$ cat src/rtl/core_wb_pkg.sv
// core_wb_pkg: shared sizes, FSM state encoding and result bundle
// for the write-back controller.
package core_wb_pkg;

  localparam int XLEN       = 32;
  localparam int REG_NUM    = 32;
  localparam int AW         = $clog2(REG_NUM);
  localparam int FIFO_DEPTH = 2;
  localparam int STARVE_MAX = 4;
  localparam int SCW        = $clog2(STARVE_MAX) + 1;

  typedef enum logic {
    WB_ST_RUN   = 1'b0,
    WB_ST_DRAIN = 1'b1
  } wb_state_e;

  typedef struct packed {
    logic [AW-1:0]   addr;
    logic [XLEN-1:0] data;
  } wb_req_t;

endpackage

$ cat src/rtl/core_wb_fifo.sv
// core_wb_fifo: small synchronous FIFO for buffered LSU/MUL results.
// Head is read combinationally; DEPTH must be a power of two.
module core_wb_fifo #(
  parameter int DEPTH = 2,
  parameter int W     = 37
) (
  input  logic         clk,
  input  logic         rst_n,
  input  logic         push,
  input  logic [W-1:0] push_data,
  input  logic         pop,
  output logic [W-1:0] head,
  output logic         full,
  output logic         empty
);

  localparam int PW = $clog2(DEPTH);

  logic [W-1:0]  mem [DEPTH];
  logic [PW-1:0] wptr;
  logic [PW-1:0] rptr;
  logic [PW:0]   count;

  assign full  = (count == (PW+1)'(DEPTH));
  assign empty = (count == '0);
  assign head  = mem[rptr];

  always_ff @(posedge clk or negedge rst_n) begin
    if (!rst_n) begin
      wptr  <= '0;
      rptr  <= '0;
      count <= '0;
      for (int i = 0; i < DEPTH; i++) begin
        mem[i] <= '0;
      end
    end else begin
      if (push) begin
        mem[wptr] <= push_data;
        wptr      <= wptr + 1'b1;
      end
      if (pop) begin
        rptr <= rptr + 1'b1;
      end
      unique case ({push, pop})
        2'b10:   count <= count + 1'b1;
        2'b01:   count <= count - 1'b1;
        default: count <= count;
      endcase
    end
  end

endmodule

$ cat src/rtl/core_wb_ctrl.sv
// core_wb_ctrl: sole regfile writer; ALU/LSU arbitration, starvation drain, busy scoreboard.
// Define CORE_WB_FWD_EN to add the early-forwarding outputs fwd_valid/fwd_addr/fwd_data.
module core_wb_ctrl
  import core_wb_pkg::*;
(
  input  logic               clk,
  input  logic               rst_n,
  input  logic               alu_wb_valid,
  input  logic [AW-1:0]      alu_wb_addr,
  input  logic [XLEN-1:0]    alu_wb_data,
  input  logic               lsu_wb_valid,
  output logic               lsu_wb_ready,
  input  logic [AW-1:0]      lsu_wb_addr,
  input  logic [XLEN-1:0]    lsu_wb_data,
  input  logic               sb_set_valid,
  input  logic [AW-1:0]      sb_set_addr,
  output logic [REG_NUM-1:0] sb_busy,
  output logic               wb_stall,
  output logic               rf_we,
  output logic [AW-1:0]      rf_waddr,
  output logic [XLEN-1:0]    rf_wdata
`ifdef CORE_WB_FWD_EN
  ,
  output logic               fwd_valid,
  output logic [AW-1:0]      fwd_addr,
  output logic [XLEN-1:0]    fwd_data
`endif
);

  wb_state_e          state;
  logic [SCW-1:0]     starve_cnt;
  wb_req_t            head;
  wb_req_t            lsu_req;
  wb_req_t            sel;
  logic               full;
  logic               empty;
  logic               push;
  logic               pop;
  logic               sel_valid;
  logic [REG_NUM-1:0] set_vec;
  logic [REG_NUM-1:0] clr_vec;

  assign lsu_wb_ready = !full;
  assign push         = lsu_wb_valid && !full;
  assign pop          = !alu_wb_valid && !empty;
  assign sel_valid    = alu_wb_valid || !empty;
  assign lsu_req      = '{addr: lsu_wb_addr, data: lsu_wb_data};

  core_wb_fifo #(
    .DEPTH (FIFO_DEPTH),
    .W     ($bits(wb_req_t))
  ) u_fifo (
    .clk       (clk),
    .rst_n     (rst_n),
    .push      (push),
    .push_data (lsu_req),
    .pop       (pop),
    .head      (head),
    .full      (full),
    .empty     (empty)
  );

  always_comb begin
    sel = head;
    if (alu_wb_valid) begin
      sel = '{addr: alu_wb_addr, data: alu_wb_data};
    end
  end

`ifdef CORE_WB_FWD_EN
  assign fwd_valid = sel_valid && (sel.addr != '0);
  assign fwd_addr  = sel.addr;
  assign fwd_data  = sel.data;
`endif

  always_ff @(posedge clk or negedge rst_n) begin
    if (!rst_n) begin
      rf_we    <= 1'b0;
      rf_waddr <= '0;
      rf_wdata <= '0;
    end else begin
      rf_we <= sel_valid && (sel.addr != '0);
      if (sel_valid) begin
        rf_waddr <= sel.addr;
        rf_wdata <= sel.data;
      end
    end
  end

  // Counts ALU wins that leave a buffered result waiting.
  always_ff @(posedge clk or negedge rst_n) begin
    if (!rst_n) begin
      state      <= WB_ST_RUN;
      starve_cnt <= '0;
      wb_stall   <= 1'b0;
    end else begin
      unique case (state)
        WB_ST_RUN: begin
          if (alu_wb_valid && !empty) begin
            if (starve_cnt == SCW'(STARVE_MAX - 1)) begin
              state      <= WB_ST_DRAIN;
              wb_stall   <= 1'b1;
              starve_cnt <= '0;
            end else begin
              starve_cnt <= starve_cnt + 1'b1;
            end
          end else begin
            starve_cnt <= '0;
          end
        end
        WB_ST_DRAIN: begin
          state      <= WB_ST_RUN;
          wb_stall   <= 1'b0;
          starve_cnt <= '0;
        end
        default: begin
          state      <= WB_ST_RUN;
          wb_stall   <= 1'b0;
          starve_cnt <= '0;
        end
      endcase
    end
  end

  // Set is applied after clear so a coincident set keeps the bit busy.
  always_comb begin
    set_vec = '0;
    clr_vec = '0;
    if (sb_set_valid) begin
      set_vec[sb_set_addr] = 1'b1;
    end
    if (pop) begin
      clr_vec[head.addr] = 1'b1;
    end
    set_vec[0] = 1'b0;
  end

  always_ff @(posedge clk or negedge rst_n) begin
    if (!rst_n) begin
      sb_busy <= '0;
    end else begin
      sb_busy <= (sb_busy & ~clr_vec) | set_vec;
    end
  end

endmodule

$ cat config.mk
export PLATFORM = sky130hd
export DESIGN_NAME = core_wb_ctrl
export DESIGN_NICKNAME = d
export VERILOG_FILES = /design/src/rtl/core_wb_pkg.sv /design/src/rtl/core_wb_fifo.sv /design/src/rtl/core_wb_ctrl.sv
export SDC_FILE = /design/constraint.sdc
export NUM_CORES = 1
export LEC_CHECK = 0
export ABC_AREA = 1
export BUFFER_PORTS_ARGS = -buffer_cell sky130_fd_sc_hd__buf_2
export CORE_MARGIN = 2
export CORE_UTILIZATION = 40
export DETAILED_ROUTE_END_ITERATION = 12
export GPL_ROUTABILITY_DRIVEN = 0
export PLACE_DENSITY = 0.67
export SLEW_MARGIN = 20
export SYNTH_ARGS = -nofsm -noshare
export SYNTH_HDL_FRONTEND = slang
export SYNTH_HIERARCHICAL = 1
export SYNTH_SLANG_ARGS = --single-unit
$ cat constraint.sdc
create_clock -name clk -period 1.99 [get_ports clk]
set_input_delay 0.199 -clock clk [delete_from_list [all_inputs] [get_ports clk]]
set_output_delay 0.199 -clock clk [all_outputs]
set_load 0.02 [all_outputs]
Word-level counts from Yosys, hierarchy flattened
Index checks and enable logic that the tools add are counted.
Widths: inputs -> output; s select.
{"block": "word_totals", "regBits": 153, "in_bits": 84, "out_inout_bits": 72, "wordCells": 74}
{"block": "classes", "addsub": 5, "magnitude_cmp": 7, "eq_ne": 6, "n_mux": 23, "bitwise": 6, "reduce_logical": 15}
{"cell": "$mux 37", "n": 5}
{"cell": "$bwmux 74", "n": 1}
{"cell": "$mux 32", "n": 2}
{"cell": "$demux 37 s1", "n": 1}
{"cell": "$and 32x32->32", "n": 1}
{"cell": "$not 32->32", "n": 1}
{"cell": "$or 32x32->32", "n": 1}
{"cell": "$lt 5x6->1 const B", "n": 2}
{"cell": "$demux 1 s5", "n": 2}
{"cell": "$ge 5x1->1 const B", "n": 2}
{"cell": "$logic_and 1x1->1", "n": 7}
{"cell": "$mux 1", "n": 6}
{"cell": "$mux 3", "n": 2}
{"cell": "$pmux 3 s2", "n": 1}
{"cell": "$reduce_bool 5->1", "n": 1}
{"cell": "$eq 2x2->1 const B", "n": 2}
{"cell": "$ge 2x2->1 const B", "n": 2}
{"cell": "$ne 2x2->1 const B", "n": 2}
{"cell": "$not 1->2", "n": 2}
{"cell": "$pmux 1 s2", "n": 2}
{"cell": "$pmux 2 s2", "n": 1}
{"cell": "$add 3x1->3 const B", "n": 1}
{"cell": "$eq 3x2->1 const B", "n": 1}
{"cell": "$logic_not 1->1", "n": 3}
{"cell": "other kinds (10)", "n": 11}

Logic depth before layout (Yosys ltp)
Gate-level depths: netlist (run 1).
{"block": "logic_depth", "ltp_word": 12, "mapped_depth": 10, "depth_no_buf": 10}

Modules after synthesis
The synthesis (run 1) kept the hierarchy.
{"mod": "core_wb_fifo", "n_inst": 1, "cells_each": 418, "area_each_um2": 3528.4, "seq_area_each_um2": 1951.9}
{"mod": "core_wb_ctrl", "n_inst": 1, "cells_each": 373, "area_each_um2": 3221.8, "seq_area_each_um2": 1876.8}

Worst setup path before layout (run 1)
No wires, ideal clock.
{"block": "synth_path", "kind": "reg-to-reg", "from": "register u_fifo.count[0]", "to": "register u_fifo.count[1]", "setup_ns": 0.117, "arrival_time_ns": 1.442, "t_required_ns": 1.873, "path_slack_ns": 0.431, "path_stages_with_launch": 9, "n_path_buf": 1, "period_less_slack_ns": 1.559, "cell_sequence": "dfrtp_1 nor2_1 nor2_4 buf_2 ha_1 inv_1 nand3_1 nand2_1 nand2_1"}
{"block": "synth_between", "elab_chain_len": 5, "word_cells_on_any_way": 12, "classes_between": "add/sub (2); eq/ne (3); mux (1); reduce/logical (6)"}
{"item": "from (decl)", "line": "core_wb_fifo.sv:22", "source": "logic [PW:0] count;"}
{"item": "from (signal assigned)", "line": "core_wb_fifo.sv:45", "source": "2'b10: count <= count + 1'b1;"}
{"item": "from (signal assigned)", "line": "core_wb_fifo.sv:46", "source": "2'b01: count <= count - 1'b1;"}
{"item": "from (signal assigned)", "line": "core_wb_fifo.sv:47", "source": "default: count <= count;"}
{"item": "$logic_not 2->1 (*)", "line": "core_wb_fifo.sv:25", "source": "assign empty = (count == '0);"}
{"item": "via empty", "line": "core_wb_ctrl.sv:36", "source": "logic empty;"}
{"item": "$logic_not 1->1 (*)", "line": "core_wb_ctrl.sv:45", "source": "assign pop = !alu_wb_valid && !empty;"}
{"item": "$logic_and 1x1->1 (*)", "line": "core_wb_ctrl.sv:45"}
{"item": "via pop", "line": "core_wb_ctrl.sv:38", "source": "logic pop;"}
{"item": "$eq 2x1->1 or $eq 2x2->1 (tied branches)", "line": "core_wb_fifo.sv:44", "source": "unique case ({push, pop})"}
{"item": "$pmux 2 s2 or $reduce_bool 2->1 (tied branches)"}
The timed path passes the listed nets; every way through them passes the cells marked *.
A chain may end at the register's enable or synchronous reset.

==> impl_metrics.env, run 1 <==
export IMPL_outcome="finished clean"
export IMPL_crit_type="reg -> reg"
export IMPL_clock_sinks=153
export IMPL_clk_latency_ps=420
export IMPL_tns_ps=0
export IMPL_yosysSeqAreaShare_pct=56.7
export IMPL_die_area_um2=17900
export IMPL_wire_per_inst_um=14.2
export IMPL_cap_violations=0
export IMPL_htreeDepth=4
export IMPL_drive_gt1_share_pct=23.3
export IMPL_critical_path_max_stage_delay_ps=470
export IMPL_diodes=0
export IMPL_required_ps=2290
export IMPL_slew_headroom_pct=59.0
export IMPL_clock_fmax_ghz=0.593
export IMPL_die_h_um=134
export IMPL_sw_frac_of_total_pct=38.5
export IMPL_final_hold_viol_count=0
export IMPL_io_pins=156
export IMPL_num_vias=5718
export IMPL_core_area_um2=16500
export IMPL_setup_violations=0
export IMPL_syn_area_per_cell_um2=8.53
export IMPL_clockRootBuffer="clkbuf_16"
export IMPL_drc=0
export IMPL_worstHoldPathType="in -> reg"
export IMPL_synthDistinctLibCells=25
export IMPL_rsz0062_at_grt="no"
export IMPL_seq_area_um2=3830
export IMPL_layout_commonest_cell="nand2_1"
export IMPL_tritoncts="yes"
export IMPL_clk_transition_reported_paths_ps=60
export IMPL_syn_cell_area_um2=6750
export IMPL_area_delta_synth_final_pct=28.7
export IMPL_mostFrequentLayoutCells="nand2_1 (240), buf_2 (154), dfrtp_1 (152)"
export IMPL_grt_first_pass_wirelength_um=26900
export IMPL_ir_drop_v=0.000702
export IMPL_dr_pass1_iters=4
export IMPL_std_cell_rows=47
export IMPL_port_buffers=155
export IMPL_p_seq_share_pct=38.1
export IMPL_pwr_share_comb_pct=36.0
export IMPL_power_density_nw_per_um2=1600
export IMPL_cp_cell_sequence="o21ai_0 -> inv_1 -> nor2_2 -> nand3_2 -> o21ai_0 -> nand2_1"
export IMPL_post_route_min_period_ps=1690
export IMPL_total_power_w=0.0139
export IMPL_end_kind="register"
export IMPL_ys_warnings_count=6
export IMPL_drtIter0Drc=353
export IMPL_cp_slowest_cell="dfrtp_2"
export IMPL_route_antenna_remaining_nets=0
export IMPL_timing_final_crit_share_pct=84.8
export IMPL_postSynthNetCount=877
export IMPL_cpMostUsedCell="o21ai_0"
export IMPL_dieWidth_um=134
export IMPL_grt_overflow=0
export IMPL_initial_core_util_pct=40.8
export IMPL_cts_setup_buffers=0
export IMPL_power_switching_w=0.00535
export IMPL_pwr_share_clk_pct=25.9
export IMPL_grt_usage_pct=19.1
export IMPL_p_leak_nw=4.41
export IMPL_cp_arrival_ps=1990
export IMPL_holdWs_ps=27.8
export IMPL_routed_wl_um=17100
export IMPL_grt_max_degree=76
export IMPL_cts_buffers=17
export IMPL_dp_final_hpwl_um=11000
export IMPL_p_int_w=0.00854
export IMPL_synth_seq_cells=153
export IMPL_crit_fanout=13
export IMPL_multi_input_area_um2=2340
export IMPL_critPathLaunchType="register"
export IMPL_num_fill_cells=1542
export IMPL_worstMarginPinSlew_ps=615
export IMPL_grt_pass1_vias=5435
export IMPL_nNetsFinal=1053
export IMPL_maxSlewViolCount=0
export IMPL_cts_buffer_depth=2
export IMPL_syn_inst=791
export IMPL_viasPerCell=4.77
export IMPL_skew_ps=6.19
export IMPL_antenna_found_initial=0
-- power groups by stage --
stage	logic [W]	clock network [W]	registers, W
2_1_floorplan	0.00274	0	0.00596
3_3_place_gp	0.00480	0	0.00530
3_5_place_dp	0.00495	0	0.00531
4_1_cts	0.00501	0.00368	0.00528
5_1_grt	0.00565	0.00382	0.00547
6_report	0.00500	0.00360	0.00529
-- worst max-delay path, delay by kind of cell, from the launching register on --
family                 cells  cell delay [ps]
AND/OR/NAND/NOR            3              430
AO/OA/AOI/OAI              2              520
flip-flops                 1              470
buffers and inverters      1              130
-- metal layers --
metal	share of wire, %	wire length [um]	GRT usage [%]
met1	46	7790	25.4
met5	0	0	0
met3	4.0	678	4.12
met2	48	8190	30.4
met4	2.4	408	8.27
-- synth_stat cells --
master      n  area [um2]
clkbuf_2    1        5.00
dfrtp_1   153        3830
buf_6       6        67.6
nor2_1      9        33.8
nor3b_1     1        7.51
nor2_2      1        6.26
or2_4       1        8.76
nand3_1    56         280
o21ai_2    20         175
nand2_1   241         905
clkbuf_1    7        26.3
inv_1      97         364
o21ai_0   141         706
buf_2      23         115
buf_4       1        7.51
ha_1        2        25.0
nor2_4      1        11.3
o21a_1      1        7.51
o21ai_1    12        60.1
nor3_1      1        5.00
xnor2_1     1        8.76
xor2_1      1        8.76
inv_2       3        11.3
nand4_1     9        56.3
nand3_2     2        20.0
-- logic make-up after synthesis --
family	synth area share (%)
AOI/OAI and AO/OA	14.1
buffers and inverters	8.84
DFF	56.7
and+or+nand+nor	19.8
xor gates and xnor gates	0.260
adders and majority gates	0.371
-- sequential cells by signal, summed over array words and instances (netlist names) --
name          count
rf_wdata         32
rf_waddr          5
u_fifo/mem       74
u_fifo/count      2
wb_stall          1
rf_we             1
sb_busy          32
u_fifo/rptr       1
state             1
starve_cnt        3
u_fifo/wptr       1
-- path summary, 6_finish.rpt --
check | to | cells after the start | slack, ps | start
min | rf_wdata[4] | 3 | 30 | alu_wb_data[4]
max reg2reg | sb_busy[31] | 6 | 300 | u_fifo/rptr
max in group asynchronous | state | 3 | 1080 | rst_n
min in group asynchronous | rf_wdata[20] | 2 | 290 | rst_n
max | sb_busy[31] | 6 | 300 | u_fifo/rptr
min reg2reg | starve_cnt[0] | 1 | 440 | starve_cnt[0]
-- layout make-up --
cell class | instances | area share, %
Clock buffer | 21 | 5.53
Clock inverter | 11 | 2.20
Inverter | 100 | 4.32
Multi-Input combinational cell | 501 | 26.9
Sequential cell | 153 | 44.1
Tap cell | 220 | 3.17
Timing Repair Buffer | 194 | 13.8
-- stage by stage --
step / setup WS, ps / cells / util, % / cell area (um2)
final: 303 / 1200 / 52.6 / 8690
after global routing: 75.6 / 1200 / 52.6 / 8690
after CTS: 86.7 / 1199 / 52.5 / 8680
after detailed placement: 109 / 1138 / 46.7 / 7710
after global placement: 259 / 1138 / 46.7 / 7710
after floorplan: 431 / 791 / - / 6750
-- timing repair --
item | 4_1_cts | 5_1_grt
gates resized for setup | 0 | 1
endpoints found under the hold margin | 73 | 0
hold buffers | 29 | 0
setup endpoints to repair | 0 | 17
Note: power is estimated with default switching activity, not from simulation.
==> run 2: changes to the inputs <==
PLACE_DENSITY = 0.7   (was 0.67)
clock period = 1.5 ns   (was 1.99 ns; I/O delays follow)
==> run 2 against run 1 <==
Against the previous run:
- the run now ends with negative setup slack left
- count of clock-buffer cells in the layout down 2
- sequential share of layout area down 4.7 points
- core utilization up 6.2 points
- global-route usage up 1.1 points
- die area unchanged
- setup slack worse by 330 ps
- final area up 12%
- final cell count up 5.8%
- clock skew up 0.70 ps
- worst hold slack worse by 3.2 ps
- critical endpoint is now sb_busy[19]
- largest power group is now combinational logic
==> impl_metrics.env, run 2 (synthesis gave the netlist of run 1 again) <==
export IMPL_fin_area_um2=9710
export IMPL_num_fill_cells=1413
export IMPL_dp_final_hpwl_um=11500
export IMPL_holdCritStartpoint="lsu_wb_data[4]"
export IMPL_crit_type="reg -> reg"
export IMPL_critPathLaunchType="register"
export IMPL_clock_sinks=153
export IMPL_grt_pass1_vias=5700
export IMPL_timing_final_crit_share_pct=102
export IMPL_skew_ps=6.89
export IMPL_drc=0
export IMPL_die_h_um=134
export IMPL_required_ps=1810
export IMPL_route_antenna_remaining_nets=0
export IMPL_cts_buffers=17
export IMPL_grt_first_pass_wirelength_um=28300
export IMPL_mostFrequentLayoutCells="nand2_1 (237), buf_2 (154), dfrtp_1 (151)"
export IMPL_violations="negative setup slack"
export IMPL_io_pins=156
export IMPL_nNetsFinal=1120
export IMPL_cap_violations=0
export IMPL_dr_pass1_iters=7
export IMPL_wire_per_inst_um=15.0
export IMPL_routed_wl_um=19000
export IMPL_clk_latency_ps=420
export IMPL_setup_violations=4
export IMPL_outcome="complete, but fails checks"
export IMPL_ir_drop_v=0.00107
export IMPL_crit_path_start="u_fifo/rptr"
export IMPL_grt_usage_pct=20.2
export IMPL_grt_max_degree=48
export IMPL_core_area_um2=16500
export IMPL_top_regs="u_fifo/mem: 74 flops, rf_wdata: 32 flops, sb_busy: 32 flops"
export IMPL_dieWidth_um=134
export IMPL_htreeDepth=4
export IMPL_worstReg2RegStart="u_fifo/rptr"
export IMPL_crit_fanout=8
export IMPL_drtIter0Drc=451
export IMPL_worstMarginPinSlew_ps=486
export IMPL_layout_commonest_cell="nand2_1"
export IMPL_antenna_found_initial=2
export IMPL_clockRootBuffer="clkbuf_16"
export IMPL_total_power_w=0.0202
export IMPL_slew_headroom_pct=67.6
export IMPL_rsz0062_at_grt="yes"
export IMPL_cp_arrival_ps=1840
export IMPL_top_register="u_fifo/mem"
export IMPL_final_hold_viol_count=0
export IMPL_maxSlewViolCount=0
export IMPL_initial_core_util_pct=40.8
export IMPL_setup_slack_ps=-28.7
export IMPL_clock_fmax_ghz=0.654
export IMPL_num_vias=6148
export IMPL_std_cell_rows=47
export IMPL_tritoncts="yes"
export IMPL_detailed_place_area_um2=7880
export IMPL_post_route_min_period_ps=1530
export IMPL_area_delta_synth_final_pct=43.9
export IMPL_worstHoldPathType="in -> reg"
export IMPL_viasPerCell=4.84
export IMPL_power_density_nw_per_um2=2080
export IMPL_holdWs_ps=24.6
export IMPL_end_kind="register"
export IMPL_largest_reg_flops=74
export IMPL_drive_gt1_share_pct=28.6
export IMPL_clk_transition_reported_paths_ps=60
export IMPL_grt_overflow=0
export IMPL_die_area_um2=17900
export IMPL_p_leak_nw=4.80
export IMPL_port_buffers=155
export IMPL_cts_buffer_depth=2
run 2: cell types whose count changed in the layout (fill, tap and decap cells not counted), sizes merged:
cell and change:
dlygate4sd3 +39, buf +23, clkinvlp +1, clkinv +2, inv +1, clkbuf +3, bufinv -2, diode +2
run 2: final timing paths:
| path | end | slack, ps | cells past startpoint |
|---|---|---|---|
| max | sb_busy[19] | -30 | 7 |
| min | u_fifo/mem[4] | 20 | 3 |
| max reg2reg | sb_busy[19] | -30 | 7 |
| min reg2reg | starve_cnt[0] | 450 | 1 |
| max in group asynchronous | u_fifo/mem[54] | 690 | 3 |
| min in group asynchronous | u_fifo/mem[58] | 240 | 2 |
run 2: power breakdown:
group,total [W],switching (W),leakage [nW],internal (W)
clock network,0.00445,0.00173,0.292,0.00272
registers,0.00711,0.00111,1.88,0.00600
logic,0.00864,0.00534,2.63,0.00330
run 2: metrics by stage:
stage	utilization [%]	setup TNS, ps	cells	setup slack (ps)
6_report	58.8	-66.7	1269	-28.7
2_1_floorplan	-	-2.17	791	-0.362
5_1_grt	58.8	-920	1268	-86.7
4_1_cts	55.5	-547	1252	-45.5
3_3_place_gp	47.7	-158	1153	-22.3
3_5_place_dp	47.7	-1420	1153	-103
run 2: cell type report:
cell class	count	area [um2]	share of cell area, %
timing repair buffer	261	1980	20.4
inverter	100	395	4.07
multi-input combinational	501	2600	26.8
sequential	153	3830	39.4
clock inverter	13	169	1.74
tap	220	275	2.83
antenna	2	5.00	0.0515
clock buffer	19	453	4.66
run 2: layer usage:
metal	track usage (%)	up-vias	part of all wire, %
met4	7.80	0	1.7
met1	25.4	2932	42
li1	-	3024	-
met5	0	-	0
met2	34.2	169	51
met3	4.08	23	4.9
run 2: timing repair:
action	CTS	global route
hold endpoints to repair	116	1
setup endpoints to repair	31	103
pin swaps	0	16
hold buffers	67	1
setup buffers	0	4
gates cloned	0	10
gates resized for setup	2	105
run 2: critical path, stage by stage, from the launching register on:
cell,delay [ps]
dfrtp_2,470
buf_6,170
o21ai_4,170
inv_2,100
nor2_4,130
nand3_4,160
o21ai_2,160
nand2_1,70
==> run 3: changes to the inputs <==
CORE_UTILIZATION = 49   (was 40)
PLACE_DENSITY = 0.82   (was 0.7)
==> run 3 against run 2 <==
Against the previous run:
- the flow finishes with violations (negative hold slack, negative setup slack)
- largest power group unchanged
- sequential share of layout area grew 0.75 points
- routed wire length rose by 2.2%
- die area decreased by 18%
- clock skew is 2.5 ps lower
- worst hold slack got worse by 27 ps
- via count is 3.8% higher
- first-iteration DRC count increased by 16%
- highest routed layer unchanged
- combinational power down 3.1%
- maximum frequency increased by 0.94%
- critical path depth up 1
- final cell count fell by 4.0%
- critical path type unchanged
- sequential power barely moved
==> impl_metrics.env, run 3 (synthesis gave the netlist of run 1 again) <==
export IMPL_dp_final_hpwl_um=11000
export IMPL_end_kind="register"
export IMPL_nNetsFinal=1112
export IMPL_required_ps=1810
export IMPL_viasPerCell=5.24
export IMPL_cap_violations=0
export IMPL_setup_violations=1
export IMPL_fin_area_um2=9530
export IMPL_routed_wl_um=19500
export IMPL_final_hold_viol_count=1
export IMPL_worstMarginPinSlew_ps=480
export IMPL_tns_ps=-14.5
export IMPL_cts_buffers=17
export IMPL_detailed_place_area_um2=7780
export IMPL_initial_core_util_pct=50.6
export IMPL_io_pins=156
export IMPL_grt_max_degree=43
export IMPL_clk_transition_reported_paths_ps=60
export IMPL_drive_gt1_share_pct=29.2
export IMPL_die_area_um2=14700
export IMPL_sw_frac_of_total_pct=39.7
export IMPL_die_h_um=121
export IMPL_core_area_um2=13300
export IMPL_worstHoldPathType="in -> reg"
export IMPL_std_cell_rows=42
export IMPL_p_seq_share_pct=35.3
export IMPL_drc=0
export IMPL_wire_per_inst_um=16.0
export IMPL_layout_commonest_cell="nand2_1"
export IMPL_timing_final_crit_share_pct=101
export IMPL_route_antenna_remaining_nets=0
export IMPL_critPathLaunchType="register"
export IMPL_crit_fanout=8
export IMPL_tritoncts="yes"
export IMPL_dr_pass1_iters=5
export IMPL_ir_drop_v=0.000929
export IMPL_clock_fmax_ghz=0.660
export IMPL_grt_overflow=0
export IMPL_holdWs_ps=-1.93
export IMPL_pwr_share_comb_pct=41.4
export IMPL_setup_slack_ps=-14.5
export IMPL_pwr_share_clk_pct=23.3
export IMPL_crit_type="reg -> reg"
export IMPL_fin_cells=1218
export IMPL_largest_reg_flops=74
export IMPL_cts_buffer_depth=2
export IMPL_clk_latency_ps=420
export IMPL_outcome="complete, but fails checks"
export IMPL_top_regs="u_fifo/mem: 74 flops, rf_wdata: 32 flops, sb_busy: 32 flops"
export IMPL_total_power_w=0.0202
export IMPL_slew_headroom_pct=67.9
export IMPL_maxSlewViolCount=0
export IMPL_power_density_nw_per_um2=2120
export IMPL_violations="negative hold slack, negative setup slack"
export IMPL_clock_sinks=153
export IMPL_top_register="u_fifo/mem"
export IMPL_cp_arrival_ps=1820
export IMPL_antenna_found_initial=2
export IMPL_area_delta_synth_final_pct=41.2
export IMPL_mostFrequentLayoutCells="nand2_1 (223), buf_2 (155), dfrtp_1 (151)"
export IMPL_rsz0062_at_grt="yes"
export IMPL_clockRootBuffer="clkbuf_16"
export IMPL_p_leak_nw=4.77
export IMPL_htreeDepth=4
export IMPL_grt_usage_pct=25.4
export IMPL_dp_cells=1107
export IMPL_place_ws_ps=-72.9
export IMPL_p_int_w=0.0122
export IMPL_num_vias=6383
export IMPL_skew_ps=4.39
export IMPL_dieWidth_um=121
export IMPL_grt_first_pass_wirelength_um=29000
export IMPL_grt_pass1_vias=6116
export IMPL_post_route_min_period_ps=1510
export IMPL_power_switching_w=0.00803
export IMPL_drtIter0Drc=521
export IMPL_port_buffers=155
==> run 3: worst paths after layout <==
kind	startpoint	slack, ps	depth (start not counted)	endpoint
hold / removal	lsu_wb_data[4]	-2	3	u_fifo/mem[41]
max in group asynchronous	rst_n	670	3	sb_busy[1]
setup reg to reg	u_fifo/count[1]	-10	8	u_fifo/mem[47]
setup / recovery	u_fifo/count[1]	-10	8	u_fifo/mem[47]
hold reg to reg	starve_cnt[0]	450	1	starve_cnt[0]
min in group asynchronous	rst_n	220	2	u_fifo/mem[52]
==> run 3: power groups by stage <==
stage / Sequential [W] / Combinational, W / Clock (W)
floorplan: 0.00791 / 0.00365 / 0
global placement: 0.00699 / 0.00660 / 0
detailed placement: 0.00704 / 0.00683 / 0
CTS: 0.00702 / 0.00708 / 0.00475
global route: 0.00733 / 0.00919 / 0.00496
finish: 0.00714 / 0.00837 / 0.00470
==> run 3: through the flow <==
step                      utilization [%]  hold WS, ps
final                                71.4        -1.93
after global routing                 71.4         11.2
after CTS                            68.0         2.09
after detailed placement             58.3          106
after global placement               58.3          100
after floorplan                         -         -146
==> run 3: layout make-up <==
type / instances / area (um2)
Antenna cell: 3 / 7.51
Clock buffer: 20 / 457
Clock inverter: 12 / 196
Fill cell: 956 / 3810
Inverter: 100 / 380
Multi-Input combinational cell: 501 / 2550
Sequential cell: 153 / 3830
Tap cell: 176 / 220
Timing Repair Buffer: 253 / 1890
==> run 3: layer usage <==
layer	track usage [%]	part of all wire [%]	wire, um
met1	32.0	41	8040
met2	42.1	50	9640
met3	5.31	6.2	1210
met4	12.1	3.0	575
met5	0	0	0
==> run 3: repair_timing <==
action / 4_1_cts / 5_1_grt
endpoints found under the setup margin: 33 / 90
endpoints found under the hold margin: 102 / 0
cloned: 0 / 11
resized for setup: 13 / 84
pin swaps: 0 / 9
hold buffers: 61 / 0
setup buffers: 0 / 4
==> run 3: worst max-delay path: stages (launching register included) <==
cell	delay (ps)
dfrtp_1	400
inv_2	90
nor2_4	40
nor2_2	120
inv_2	80
or2_4	340
buf_12	170
nand2_2	80
o21ai_2	70
